===== src/rtl/regfile_wb_arbiter.sv =====
// Round-robin arbiter sharing the register-file write port among writeback requesters,
// with a registered write stage and a per-register pending-write scoreboard.
module regfile_wb_arbiter #(
    parameter int DATA_WIDTH = 32,
    parameter int NUM_REGS   = 32,
    parameter int NUM_REQ    = 2,
    localparam int AW        = $clog2(NUM_REGS)
) (
    input  logic                          clk,
    input  logic                          rst_n,
    input  logic [NUM_REQ-1:0]            req_valid,
    input  logic [NUM_REQ*AW-1:0]         req_rd,
    input  logic [NUM_REQ*DATA_WIDTH-1:0] req_data,
    output logic [NUM_REQ-1:0]            req_ready,
    output logic [AW-1:0]                 rf_rd,
    output logic [DATA_WIDTH-1:0]         rf_d,
    output logic                          rf_we,
    input  logic                          iss_valid,
    input  logic [AW-1:0]                 iss_rd,
    input  logic [AW-1:0]                 chk_ra,
    input  logic [AW-1:0]                 chk_rb,
    output logic                          hazard_a,
    output logic                          hazard_b,
    output logic [NUM_REGS-1:0]           busy
);

    localparam int PW = (NUM_REQ > 1) ? $clog2(NUM_REQ) : 1;

    logic [PW-1:0]         rr_ptr;
    logic [PW-1:0]         nxt_ptr;
    logic                  xfer;
    logic [NUM_REQ-1:0]    grant;
    logic [AW-1:0]         sel_rd;
    logic [DATA_WIDTH-1:0] sel_data;
    logic [NUM_REGS-1:0]   busy_q;
    int unsigned           idx;

    // Search starts at rr_ptr and wraps; the first valid requester wins.
    always_comb begin
        grant    = '0;
        xfer     = 1'b0;
        nxt_ptr  = rr_ptr;
        sel_rd   = '0;
        sel_data = '0;
        idx      = 0;
        for (int unsigned k = 0; k < NUM_REQ; k++) begin
            idx = (32'(rr_ptr) + k) % NUM_REQ;
            if (!xfer && req_valid[idx]) begin
                xfer       = 1'b1;
                grant[idx] = 1'b1;
                sel_rd     = req_rd[idx*AW +: AW];
                sel_data   = req_data[idx*DATA_WIDTH +: DATA_WIDTH];
                nxt_ptr    = (idx == NUM_REQ - 1) ? '0 : PW'(idx + 1);
            end
        end
    end

    assign req_ready = grant;

    always_ff @(posedge clk or negedge rst_n) begin
        if (!rst_n) begin
            rr_ptr <= '0;
            rf_we  <= 1'b0;
            rf_rd  <= '0;
            rf_d   <= '0;
        end else if (xfer) begin
            rr_ptr <= nxt_ptr;
            rf_rd  <= sel_rd;
            rf_d   <= sel_data;
            rf_we  <= (sel_rd != '0);
        end else begin
            rf_we  <= 1'b0;
        end
    end

    // A new issue to the same register outranks the commit of the previous producer.
    always_ff @(posedge clk or negedge rst_n) begin
        if (!rst_n) begin
            busy_q <= '0;
        end else begin
            busy_q[0] <= 1'b0;
            for (int unsigned r = 1; r < NUM_REGS; r++) begin
                if (iss_valid && iss_rd == AW'(r))
                    busy_q[r] <= 1'b1;
                else if (rf_we && rf_rd == AW'(r))
                    busy_q[r] <= 1'b0;
            end
        end
    end

    assign busy     = busy_q;
    assign hazard_a = busy_q[chk_ra];
    assign hazard_b = busy_q[chk_rb];

endmodule


===== config.mk =====
export PLATFORM = sky130hd
export DESIGN_NAME = regfile_wb_arbiter
export DESIGN_NICKNAME = d
export VERILOG_FILES = /design/src/rtl/regfile_wb_arbiter.sv
export SDC_FILE = /design/constraint.sdc
export NUM_CORES = 1
export LEC_CHECK = 0
export CORE_ASPECT_RATIO = 2
export CORE_MARGIN = 10
export CORE_UTILIZATION = 42
export CTS_CLUSTER_DIAMETER = 100
export DETAILED_ROUTE_END_ITERATION = 6
export DONT_BUFFER_PORTS = 1
export PLACE_DENSITY = 0.56
export SLEW_MARGIN = 25
export SYNTH_ARGS = -nofsm -noshare
export SYNTH_HDL_FRONTEND = slang
export SYNTH_SLANG_ARGS = --single-unit

===== constraint.sdc =====
create_clock -name clk -period 2.3 [get_ports clk]
set_input_delay 0.46 -clock clk [delete_from_list [all_inputs] [get_ports clk]]
set_output_delay 0.46 -clock clk [all_outputs]
set_load 0.1 [all_outputs]

* Yosys cells after proc, flatten, opt, wreduce, memory -nomap -nowiden
Index checks and enable logic that the tools add are counted.
Operators by class: add/sub/neg operators 2, $mul 2, $lt $le $gt $ge 6, equality and inequality tests 62, shifts and indexed selects 4, mux-type cells 87, bitwise logic cells 1, reduce and logical (&&, ||, !) cells 100
Operator list (count):
- 5-bit equality test (second input constant) | 32
- 64-bit by 7-bit indexed part select with 32-bit output | 2
- 5-bit by 4-bit equality test with 1-bit output (second input constant) | 16
- 1-bit 2-to-1 mux | 77
- 1-bit logical AND | 65
- 32-bit 2-to-1 mux | 2
- 2-bit nonzero test | 32
- 5-bit by 3-bit equality test with 1-bit output (second input constant) | 8
- 5-bit by 2-bit equality test with 1-bit output (second input constant) | 4
- 10-bit by 5-bit indexed part select with 5-bit output | 2
- 5-bit by 6-bit < comparator with 1-bit output (second input constant) | 2
- 1-bit binary-select mux with 5-bit select | 2
- 5-bit by 1-bit equality test with 1-bit output (second input constant) | 2
- 5-bit 2-to-1 mux | 2
- 1-bit by 3-bit multiplier with 4-bit output (second input constant) | 2
- 5-bit nonzero test | 1
- 1-bit by 2-bit < comparator with 1-bit output (second input constant) | 2
- 2-bit 2-to-1 mux | 2
- 1-bit adder (second input constant) | 2
- 1-bit demux with 1-bit select | 2
- 1-bit greater-or-equal comparator (second input constant) | 2
- 2-bit OR | 1
- 2-bit AND reduction | 1
- 1-bit zero test | 1
Word-level totals: bits in registers 70, input port bits 94, output and inout port bits 74, logic and storage cells 299

* Depth between registers and ports, before layout
Gate-level depths: netlist of the first run.
depth after elaboration 8, gate-level depth with buffers 6, depth with buffers taken out 4

* Worst setup path after synthesis of the first run
OpenSTA, ideal clock, no wires.
path kind reg2out, from register busy_q[21], in the netlist busy[21], to output port hazard_a, arrival time 2.603 ns, required time 1.840 ns, setup slack -0.763 ns, stages on the path, launching flop included 5, buffers on the path 0, cell sequence dfrtp_1 > mux4_1 > mux2_2 > nand3b_1 > nand4_1
Between the ends: cells in the longest elaborated chain, start to end 2
Ends and longest elaborated chain:
- start, declared | RTL line 35 | logic [NUM_REGS-1:0] busy_q;
- start signal, assigned | RTL line 79 | busy_q <= '0;
- start signal, assigned by index | RTL line 84 | busy_q[r] <= 1'b1;
- start signal, assigned by index | RTL line 86 | busy_q[r] <= 1'b0;
- 1-bit binary-select mux with 5-bit select | RTL line 92 | assign hazard_a = busy_q[chk_ra];
- 1-bit 2-to-1 mux (not written as such) | RTL line 92
- end, declared | RTL line 22 | output logic hazard_a,
No other way between the ends. The select of a mux whose other input is x is not followed.

* Worst setup path in the final report of the first run
from register busy_q[19], in the netlist busy[19], to output port hazard_a
Same word-level chain as after synthesis.

==> impl_metrics.py, run 1 <==
metrics = {
    "die": {
        "core_area_um2": 8230,
        "core.rowCount": 47,
        "dieHeight_um": 150,
        "die_area_um2": 12700,
        "ioPinCount": 168,
        "effective_utilization_at_floorplan": 0.430,
        "chipWidth_um": 84.9,
    },
    "timing": {
        "worst-slew-pin-transition_ns": 0.644,
        "slew_headroom": 0.571,
        "maxSlewViolCount": 0,
        "fmax_ghz": 0.404,
        "setup_tns_ns": -0.222,
        "timing.final.hold_violations": 0,
        "worst_case_clock_skew_ns": 0.00488,
        "timing.final.crit_share": 1.07,
        "final-setup-viol-count": 2,
        "min_cycle_time_layout_ns": 2.47,
        "rsz0062_at_grt": "true",
        "timing.final.ws_setup_ns": -0.172,
    },
    "logic_synthesis": {
        "muxShareOfSynthArea": 0.0959,
        "synth.top_cells.by_area": "sky130_fd_sc_hd__dfrtp_1, sky130_fd_sc_hd__o21ai_0, sky130_fd_sc_hd__nor2_1",
        "synth-xor-area-share": 0,
        "sequential_fraction_of_the_synthesis_area": 0.495,
        "synth_seq_cells": 70,
        "postSynthCellCount": 384,
        "synth-simple-area-share": 0.183,
        "synth-adder-area-share": 0,
        "combinational_family_with_the_most_area_after_synthesis": "compound AO/OA/AOI/OAI gates",
        "synth_top_area_cell": "sky130_fd_sc_hd__dfrtp_1",
        "ys_types": 33,
        "syn_avg_cell_area_um2": 9.21,
        "postSynthNetCount": 478,
        "synth_compound_gate_area_share": 0.191,
        "synth_edf_count": 0,
        "yosys_warnings": 0,
        "proportion_of_register_bits_with_asynchronous_set_or_reset_after_synthesis": 1.00,
        "syn_area_um2": 3540,
        "netlist.area_leader.share": 0.495,
        "synth_ff_type": "sky130_fd_sc_hd__dfrtp_1",
    },
    "placement": {
        "globalplace.congestion": 0.905,
        "placed_cell_area_um2": 4210,
        "dpl.hpwl_um": 10200,
        "portBuffers": 0,
    },
    "layout": {
        "flow.area_growth_from_synthesis_pct": 29.4,
        "proportion_of_layout_cells_with_a_drive_suffix_above_1": 0.261,
        "finish.instance_area_um2": 4580,
        "antenna-diode-count": 0,
        "fin_nets": 549,
    },
    "clock_network": {
        "clkTransAtPathRegs_ns": 0.06,
        "cts_sinks": 70,
        "cts.path.max_buffers": 2,
        "cts-buffers-inserted": 9,
        "tritoncts_clock_tree": "done",
        "cts-root-buf": "sky130_fd_sc_hd__clkbuf_16",
        "number_of_h_tree_levels": 3,
        "worstSkewPairLatency_ns": 0.33,
    },
    "setup_path": {
        "worstSetupPathType": "flip-flop to primary output",
        "worst_setup_path_start_kind": "flip-flop",
        "crit_path_start": "busy[19]",
        "critical_path.max_fanout": 3,
        "critPathRequiredTime_ns": 1.84,
        "crit_path_top_delay_cell": "sky130_fd_sc_hd__dfrtp_4",
        "series_of_cell_instances_along_the_critical_path": "mux4_2, mux2_4, nand3b_1, nand4_1, buf_12",
        "r2r_start": "rf_rd[4]",
        "critPathArrivalTime_ns": 2.01,
        "critPathMaxStageDelay_ns": 0.48,
        "timing.critical_path.to_type": "primary output",
    },
    "pwr": {
        "p_leak_nw": 1.93,
        "worst_ir_drop_vdd_mv": 0.720,
        "power.density_cell_area_nw_per_um2": 1630,
    },
    "worst_hold_path": {
        "holdCritPathClass": "input pin to asynchronous set/reset pin",
    },
    "global_routing": {
        "antenna_found_initial": 0,
        "globalRouteTotalUtil": 0.196,
        "grt_start_max_net_pins": 71,
        "grt_pass1_wl_um": 19500,
        "number_of_global_route_vias_before_repair": 3565,
        "globalRoute.totalOverflow": 0,
    },
    "route": {
        "antenna_violating_nets_post_route": 0,
        "route.detailed.vias_per_inst": 5.77,
        "detailedRoute.firstIterationViolations": 214,
        "avgRoutedWirePerCell_um": 22.8,
        "drt-pass1-iter-count": 4,
        "vias": 3220,
        "post-route-drc-count": 0,
        "wl_um": 12700,
    },
    "flow_run": {
        "drv_cap": 0,
    },
    "run_status": {
        "status": "finished, violations left",
        "failed_checks": "setup timing",
    },
}
## routing by layer
metal / share of wire / GRT usage / up-vias
met5: 0 / 0 / -
met4: 0.050 / 0.118 / 0
met3: 0.094 / 0.0817 / 36
met2: 0.55 / 0.362 / 148
met1: 0.30 / 0.169 / 1510
li1: - / - / 1526
## sequential cells by signal, indices dropped and copies added, names as in the netlist
signal	cells
rf_rd	5
rf_we	1
rf_d	32
busy	31
rr_ptr	1
## where the power goes
group | leakage [nW] | internal [mW] | switching (mW)
clock network | 0.152 | 0.892 | 0.496
logic | 1.00 | 0.866 | 3.30
registers | 0.769 | 1.63 | 0.279
## cells by family after synthesis
logic type,after synthesis
AND/OR/NAND/NOR,141
AO/OA/AOI/OAI,120
flip-flops,70
buffers and inverters,27
multiplexers,25
other,1
## cells in the mapped netlist, drive strengths merged (6+ instances only)
cell / n
nand2b: 10
a21oi: 8
nor2: 80
mux4: 6
clkbuf: 11
o22ai: 38
o21ai: 63
mux2i: 17
inv: 8
dfrtp: 70
buf: 8
nand3: 14
nor2b: 8
nand2: 12
## what timing repair did
item / CTS / global route
buffers inserted: 3 / 0
resized for setup: 3 / 0
gates cloned: 0 / 0
endpoints found under the setup margin: 2 / 2
hold buffers: 1 / 0
hold endpoints to repair: 70 / 0
pin swaps: 4 / 1
## worst paths after layout
path,slack [ns],cells past startpoint,to
worst max-delay path,-0.17,5,hazard_a
worst min-delay path,0.004,1,rf_d[15]
worst max register to register,0.95,4,busy[30]
worst min register to register,0.54,2,rf_d[22]
max in group asynchronous,1.95,1,busy[20]
min in group clk,0.24,1,rf_d[31]
## critical path, delay by kind of cell (launching register included)
kind,cells,cell delay (ns)
multiplexers,2,0.78
flip-flops,1,0.48
buffers and inverters,1,0.20
AND/OR/NAND/NOR,2,0.22
## cell type report
class / count / area (um2)
flip-flops and latches: 70 / 1800
well taps: 98 / 123
multi-input cells: 287 / 1680
clock inverters: 4 / 45.0
clock buffers: 12 / 256
repair buffers: 79 / 651
fillers: 787 / 3660
inverters: 8 / 30.0
## cell usage in the layout, fill, tap and decap left out, drive strengths merged, types with 4 or more instances in the layout
cell,netlist,final
o22ai,38,38
a21oi,8,8
nor2b,8,8
mux2i,17,17
a22oi,4,4
or2,4,4
nand2b,10,10
o21ai,63,63
dfrtp,70,70
inv,8,8
nand3,14,14
nand2,12,12
clkbuf,11,12
nand4,4,4
mux4,6,6
nor2,80,80
buf,8,79
## through the flow
step,total power [mW],setup slack (ns),cells,hold slack (ns),utilization
after global routing,7.75,-0.220,558,0.0261,0.556
after global placement,6.00,0.168,538,0.167,0.511
after floorplan,5.06,-0.485,384,0.164,-
after detailed placement,6.03,0.167,538,0.167,0.511
final,7.46,-0.172,558,0.00376,0.556
after CTS,7.51,-0.171,558,0.0246,0.556
No activity file was read; power rests on OpenSTA's default activity.
==> inputs of run 2 (changes only) <==
--- a/config.mk
+++ b/config.mk
@@ -7,11 +7,11 @@
 export LEC_CHECK = 0
 export CORE_ASPECT_RATIO = 2
 export CORE_MARGIN = 10
-export CORE_UTILIZATION = 42
+export CORE_UTILIZATION = 50
 export CTS_CLUSTER_DIAMETER = 100
 export DETAILED_ROUTE_END_ITERATION = 6
 export DONT_BUFFER_PORTS = 1
-export PLACE_DENSITY = 0.56
+export PLACE_DENSITY = 0.65
 export SLEW_MARGIN = 25
 export SYNTH_ARGS = -nofsm -noshare
 export SYNTH_HDL_FRONTEND = slang
==> run 2 against run 1 <==
Compared with the run above:
- design area decreased by 0.96%
- non-clock buffer count decreased by 1
- total power decreased by 2.6%
- sequential share of layout area increased by 0.38 points
- sequential cell count unchanged
- hold slack got worse by 0.0015 ns
- wire length decreased by 6.9%
- the flow still finishes with violations (setup timing)
- largest power group unchanged
- clock skew decreased by 0.0021 ns
==> impl_metrics.py, run 2 (synthesis gave the netlist of run 1 again) <==
metrics = {
    "layout": {
        "flow.area_growth_from_synthesis_pct": 28.1,
        "largest_register_ff_count": 32,
        "fin_nets": 548,
        "layout_common_cells": "sky130_fd_sc_hd__nor2_1, sky130_fd_sc_hd__buf_4, sky130_fd_sc_hd__o21ai_0, sky130_fd_sc_hd__dfrtp_1, sky130_fd_sc_hd__o22ai_1",
        "largest_register": "rf_d",
        "mostFrequentLayoutCell": "sky130_fd_sc_hd__nor2_1",
        "finish.utilization": 0.653,
        "proportion_of_layout_cells_with_a_drive_suffix_above_1": 0.261,
        "finish.instance_area_um2": 4530,
        "antenna-diode-count": 0,
    },
    "pwr": {
        "power.total_mw": 7.26,
        "worst_ir_drop_vdd_mv": 0.744,
        "p_leak_nw": 1.92,
        "power.density_cell_area_nw_per_um2": 1600,
    },
    "timing": {
        "final-setup-viol-count": 2,
        "timing.final.ws_setup_ns": -0.158,
        "worst_case_clock_skew_ns": 0.00275,
        "maxSlewViolCount": 0,
        "slew_headroom": 0.565,
        "worst-slew-pin-transition_ns": 0.653,
        "timing.final.crit_share": 1.07,
        "rsz0062_at_grt": "true",
        "min_cycle_time_layout_ns": 2.46,
        "timing.final.hold_violations": 0,
        "fmax_ghz": 0.407,
        "post_route_worst_hold_slack_ns": 0.00227,
    },
    "global_routing": {
        "grt_start_max_net_pins": 71,
        "globalRouteTotalUtil": 0.215,
        "globalRoute.totalOverflow": 0,
        "number_of_global_route_vias_before_repair": 3509,
        "grt_pass1_wl_um": 18300,
        "antenna_found_initial": 0,
    },
    "die": {
        "core.rowCount": 43,
        "die_area_um2": 11000,
        "dieHeight_um": 139,
        "chipWidth_um": 79.5,
        "effective_utilization_at_floorplan": 0.510,
        "core_area_um2": 6940,
        "ioPinCount": 168,
    },
    "setup_path": {
        "worst-r2r-setup-slack_ns": 0.77,
        "worstSetupEndpoint": "hazard_a",
        "worstSetupPathType": "flip-flop to primary output",
        "worst_r2r_path_depth": 4,
        "r2r_end": "busy[14]",
        "worst_setup_path_start_kind": "flip-flop",
        "critPathArrivalTime_ns": 2.00,
        "timing.critical_path.to_type": "primary output",
        "critical_path.max_fanout": 4,
        "critPathRequiredTime_ns": 1.84,
        "crit_path_start": "busy[20]",
        "r2r_start": "rf_rd[1]",
    },
    "route": {
        "detailedRoute.firstIterationViolations": 188,
        "avgRoutedWirePerCell_um": 21.6,
        "route.detailed.vias_per_inst": 5.93,
        "post-route-drc-count": 0,
        "wl_um": 11900,
        "drt-pass1-iter-count": 5,
        "vias": 3258,
        "antenna_violating_nets_post_route": 0,
    },
    "clock_network": {
        "cts-root-buf": "sky130_fd_sc_hd__clkbuf_16",
        "cts.path.max_buffers": 2,
        "worstSkewPairLatency_ns": 0.33,
        "clkTransAtPathRegs_ns": 0.05,
        "cts_sinks": 70,
        "cts-buffers-inserted": 9,
        "tritoncts_clock_tree": "done",
        "number_of_h_tree_levels": 3,
    },
    "placement": {
        "portBuffers": 0,
        "dp_slack_ns": 0.152,
        "globalplace.congestion": 0.986,
        "placed_cell_area_um2": 4200,
        "dpl.hpwl_um": 9460,
    },
    "run_status": {
        "failed_checks": "setup timing",
        "status": "finished, violations left",
    },
    "worst_hold_path": {
        "holdCritPathClass": "input pin to asynchronous set/reset pin",
    },
    "flow_run": {
        "drv_cap": 0,
    },
}
[run 2: changes by cell type in the layout (fill, tap and decap cells not counted)]
cell	delta
sky130_fd_sc_hd__clkinv_2	+2
sky130_fd_sc_hd__buf_4	-1
sky130_fd_sc_hd__nand2b_1	-1
sky130_fd_sc_hd__bufinv_16	-1
sky130_fd_sc_hd__nand2b_4	+1
sky130_fd_sc_hd__clkbuf_8	-1
[run 2: worst min path at each step]
stage	startpoint	endpoint	slack (ns)	cells past startpoint
floorplan	rst_n	busy[10]	0.16	0
global placement	rst_n	rf_d[16]	0.17	0
detailed placement	rst_n	rf_d[16]	0.17	0
CTS	rst_n	rf_d[16]	0.02	1
global route	rst_n	rf_d[23]	0.03	1
finish	rst_n	rf_d[16]	0.002	1
[run 2: critical path: stages (launching register included)]
cell,delay (ns)
sky130_fd_sc_hd__dfrtp_4,0.49
sky130_fd_sc_hd__mux4_2,0.47
sky130_fd_sc_hd__mux2_4,0.29
sky130_fd_sc_hd__nand3b_1,0.08
sky130_fd_sc_hd__nand4_1,0.13
sky130_fd_sc_hd__buf_12,0.20
[run 2: area by class of cell]
type                       count  area (um2)
inverter                       8        30.0
multi-input combinational    287        1680
fill                         594        2410
tap                           90         113
sequential                    70        1800
timing repair buffer          78         643
clock inverter                 5        25.0
clock buffer                  11         243
[run 2: routing by layer]
layer	GRT usage	wire, um
met5	0	0
met4	0.101	407
met3	0.0896	1220
met2	0.394	6640
met1	0.189	3590
[run 2: report_power, final]
part           leakage (nW)  internal [mW]  switching (mW)
sequential            0.769           1.63           0.286
combinational          1.01          0.862            3.26
clock                 0.139          0.748           0.477
[run 2: repair_timing]
action,CTS,global route
pin swaps,3,1
hold endpoints to repair,70,0
gates resized for setup,3,1
hold buffers,1,0
gates cloned,0,0
setup endpoints to repair,2,2
buffers inserted,2,0
[run 2: metrics by stage]
| step | instances | setup TNS, ns |
|---|---|---|
| floorplan | 384 | -0.893 |
| global placement | 530 | 0 |
| global route | 549 | -0.380 |
| CTS | 549 | -0.273 |
| finish | 549 | -0.289 |
| detailed placement | 530 | 0 |
==> inputs of run 3 (changes only) <==
--- a/config.mk
+++ b/config.mk
@@ -7,11 +7,10 @@
 export LEC_CHECK = 0
 export CORE_ASPECT_RATIO = 2
 export CORE_MARGIN = 10
-export CORE_UTILIZATION = 50
+export CORE_UTILIZATION = 41
 export CTS_CLUSTER_DIAMETER = 100
 export DETAILED_ROUTE_END_ITERATION = 6
-export DONT_BUFFER_PORTS = 1
-export PLACE_DENSITY = 0.65
+export PLACE_DENSITY = 0.8
 export SLEW_MARGIN = 25
 export SYNTH_ARGS = -nofsm -noshare
 export SYNTH_HDL_FRONTEND = slang
==> run 3 against run 2 <==
Compared with the run above:
- the flow still finishes with violations (setup timing)
- fmax grew 0.33%
- combinational power grew 6.1%
- first-iteration DRC count grew 88%
- setup slack gained 0.0081 ns
- hold slack gained 0.14 ns
- sequential power grew 7%
- sequential cell count is the same
- non-clock buffer count grew 112
- critical path type unchanged
- critical endpoint unchanged
==> impl_metrics.py, run 3 (synthesis gave the netlist of run 1 again) <==
metrics = {
    "setup_path": {
        "worst_setup_path_start_kind": "flip-flop",
        "worstSetupPathType": "flip-flop to primary output",
        "timing.critical_path.to_type": "primary output",
        "critPathArrivalTime_ns": 1.99,
        "critical_path.max_fanout": 4,
        "critPathRequiredTime_ns": 1.84,
    },
    "global_routing": {
        "antenna_found_initial": 0,
        "grt_pass1_wl_um": 21300,
        "globalRoute.totalOverflow": 0,
        "globalRouteTotalUtil": 0.209,
        "number_of_global_route_vias_before_repair": 4066,
        "grt_start_max_net_pins": 71,
    },
    "clock_network": {
        "cts.path.max_buffers": 2,
        "cts-root-buf": "sky130_fd_sc_hd__clkbuf_16",
        "cts-buffers-inserted": 9,
        "tritoncts_clock_tree": "done",
        "cts_sinks": 70,
        "clkTransAtPathRegs_ns": 0.06,
        "worstSkewPairLatency_ns": 0.33,
        "number_of_h_tree_levels": 3,
        "hold_buffers": 0,
    },
    "layout": {
        "antenna-diode-count": 0,
        "ff_latch_area_um2": 1800,
        "layout_common_cells": "sky130_fd_sc_hd__buf_4, sky130_fd_sc_hd__clkdlybuf4s50_1, sky130_fd_sc_hd__nor2_1, sky130_fd_sc_hd__o21ai_0, sky130_fd_sc_hd__dfrtp_1",
        "largest_register": "rf_d",
        "final_cell_count_no_fill": 669,
        "mostFrequentLayoutCell": "sky130_fd_sc_hd__buf_4",
        "fin_nets": 660,
        "proportion_of_layout_cells_with_a_drive_suffix_above_1": 0.250,
        "multi_input_comb_area_um2": 1720,
        "flow.area_growth_from_synthesis_pct": 60.0,
        "largest_register_ff_count": 32,
        "nFillCells": 684,
    },
    "die": {
        "dieHeight_um": 151,
        "effective_utilization_at_floorplan": 0.424,
        "chipWidth_um": 85.7,
        "ioPinCount": 168,
        "die_area_um2": 13000,
        "core.rowCount": 47,
        "core_area_um2": 8350,
    },
    "timing": {
        "timing.final.hold_violations": 0,
        "min_cycle_time_layout_ns": 2.45,
        "timing.final.crit_share": 1.07,
        "slew_headroom": 0.579,
        "maxSlewViolCount": 0,
        "fmax_ghz": 0.408,
        "final-setup-viol-count": 2,
        "worst-slew-pin-transition_ns": 0.631,
        "timing.final.ws_setup_ns": -0.150,
        "rsz0062_at_grt": "true",
        "worst_case_clock_skew_ns": 0.00872,
    },
    "placement": {
        "globalplace.congestion": 0.942,
        "dpl.hpwl_um": 11000,
        "portBuffers": 166,
        "numPlacedInstances": 649,
    },
    "route": {
        "m1WireLength_um": 4540,
        "wl_um": 13900,
        "post-route-drc-count": 0,
        "drt-pass1-iter-count": 5,
        "antenna_violating_nets_post_route": 0,
        "highest_metal_layer_with_signal_wires": "met4",
        "metal2_wl_um": 7550,
        "detailedRoute.firstIterationViolations": 354,
        "route.detailed.vias_per_inst": 5.68,
        "avgRoutedWirePerCell_um": 20.8,
        "vias": 3799,
        "routed-wl-met3_um": 1320,
    },
    "pwr": {
        "power.density_cell_area_nw_per_um2": 1350,
        "power.total_mw": 7.63,
        "worst_ir_drop_vdd_mv": 0.818,
        "p_leak_nw": 2.38,
    },
    "run_status": {
        "status": "finished, violations left",
        "failed_checks": "setup timing",
    },
    "worst_hold_path": {
        "holdCritPathClass": "input pin to asynchronous set/reset pin",
    },
    "flow_run": {
        "drv_cap": 0,
    },
}
[run 3: critical path: stages, from the launching register on]
cell and delay, ns:
sky130_fd_sc_hd__dfrtp_4 0.49, sky130_fd_sc_hd__mux4_2 0.46, sky130_fd_sc_hd__mux2_4 0.30, sky130_fd_sc_hd__nand3b_1 0.08
sky130_fd_sc_hd__nand4_1 0.13, sky130_fd_sc_hd__buf_12 0.20
[run 3: layout make-up]
| class | count | share of cell area |
|---|---|---|
| Sequential cell | 70 | 0.317 |
| Tap cell | 98 | 0.0217 |
| Clock buffer | 14 | 0.0449 |
| Timing Repair Buffer | 190 | 0.306 |
| Inverter | 8 | 0.00531 |
| Multi-Input combinational cell | 287 | 0.304 |
| Clock inverter | 2 | 0.00177 |
[run 3: per-stage QoR]
| stage | utilization | worst slack (ns) | setup TNS [ns] | instance area [um2] | hold slack [ns] |
|---|---|---|---|---|---|
| floorplan | - | -0.485 | -0.893 | 3580 | 0.164 |
| global placement | 0.634 | -0.416 | -0.814 | 5290 | 0.491 |
| detailed placement | 0.634 | -0.431 | -0.818 | 5290 | 0.503 |
| CTS | 0.676 | -0.165 | -0.234 | 5640 | 0.170 |
| global route | 0.678 | -0.201 | -0.311 | 5660 | 0.185 |
| finish | 0.678 | -0.150 | -0.204 | 5660 | 0.139 |
[run 3: timing repair]
item                                    in CTS  in global routing
resized for setup                           21                  4
pin swaps                                    4                  1
buffers inserted                             2                  2
endpoints found under the setup margin       2                  2
[run 3: metal layers]
metal  vias to the layer above  global-route usage
li1                       1751                   -
met1                      1776               0.189
met2                       236               0.387
met3                        36              0.0850
met4                         0               0.103
met5                         -                   0
[run 3: final timing paths]
path / startpoint / to / slack, ns / depth (start not counted)
worst max-delay path: busy[18] / hazard_a / -0.15 / 5
worst min-delay path: rst_n / rf_d[0] / 0.14 / 2
worst max register to register: rr_ptr / rf_d[21] / 0.88 / 5
worst min register to register: rf_d[26] / rf_d[26] / 0.51 / 2
max in group asynchronous: rst_n / busy[7] / 1.81 / 2
min in group clk: rf_d[26] / rf_d[26] / 0.51 / 2
[run 3: power breakdown]
| part | internal (mW) | switching, mW | leakage (nW) | total (mW) |
|---|---|---|---|---|
| sequential | 1.63 | 0.416 | 0.769 | 2.05 |
| combinational | 1.06 | 3.31 | 1.48 | 4.37 |
| clock | 0.756 | 0.468 | 0.131 | 1.22 |
| total | 3.44 | 4.19 | 2.38 | 7.63 |
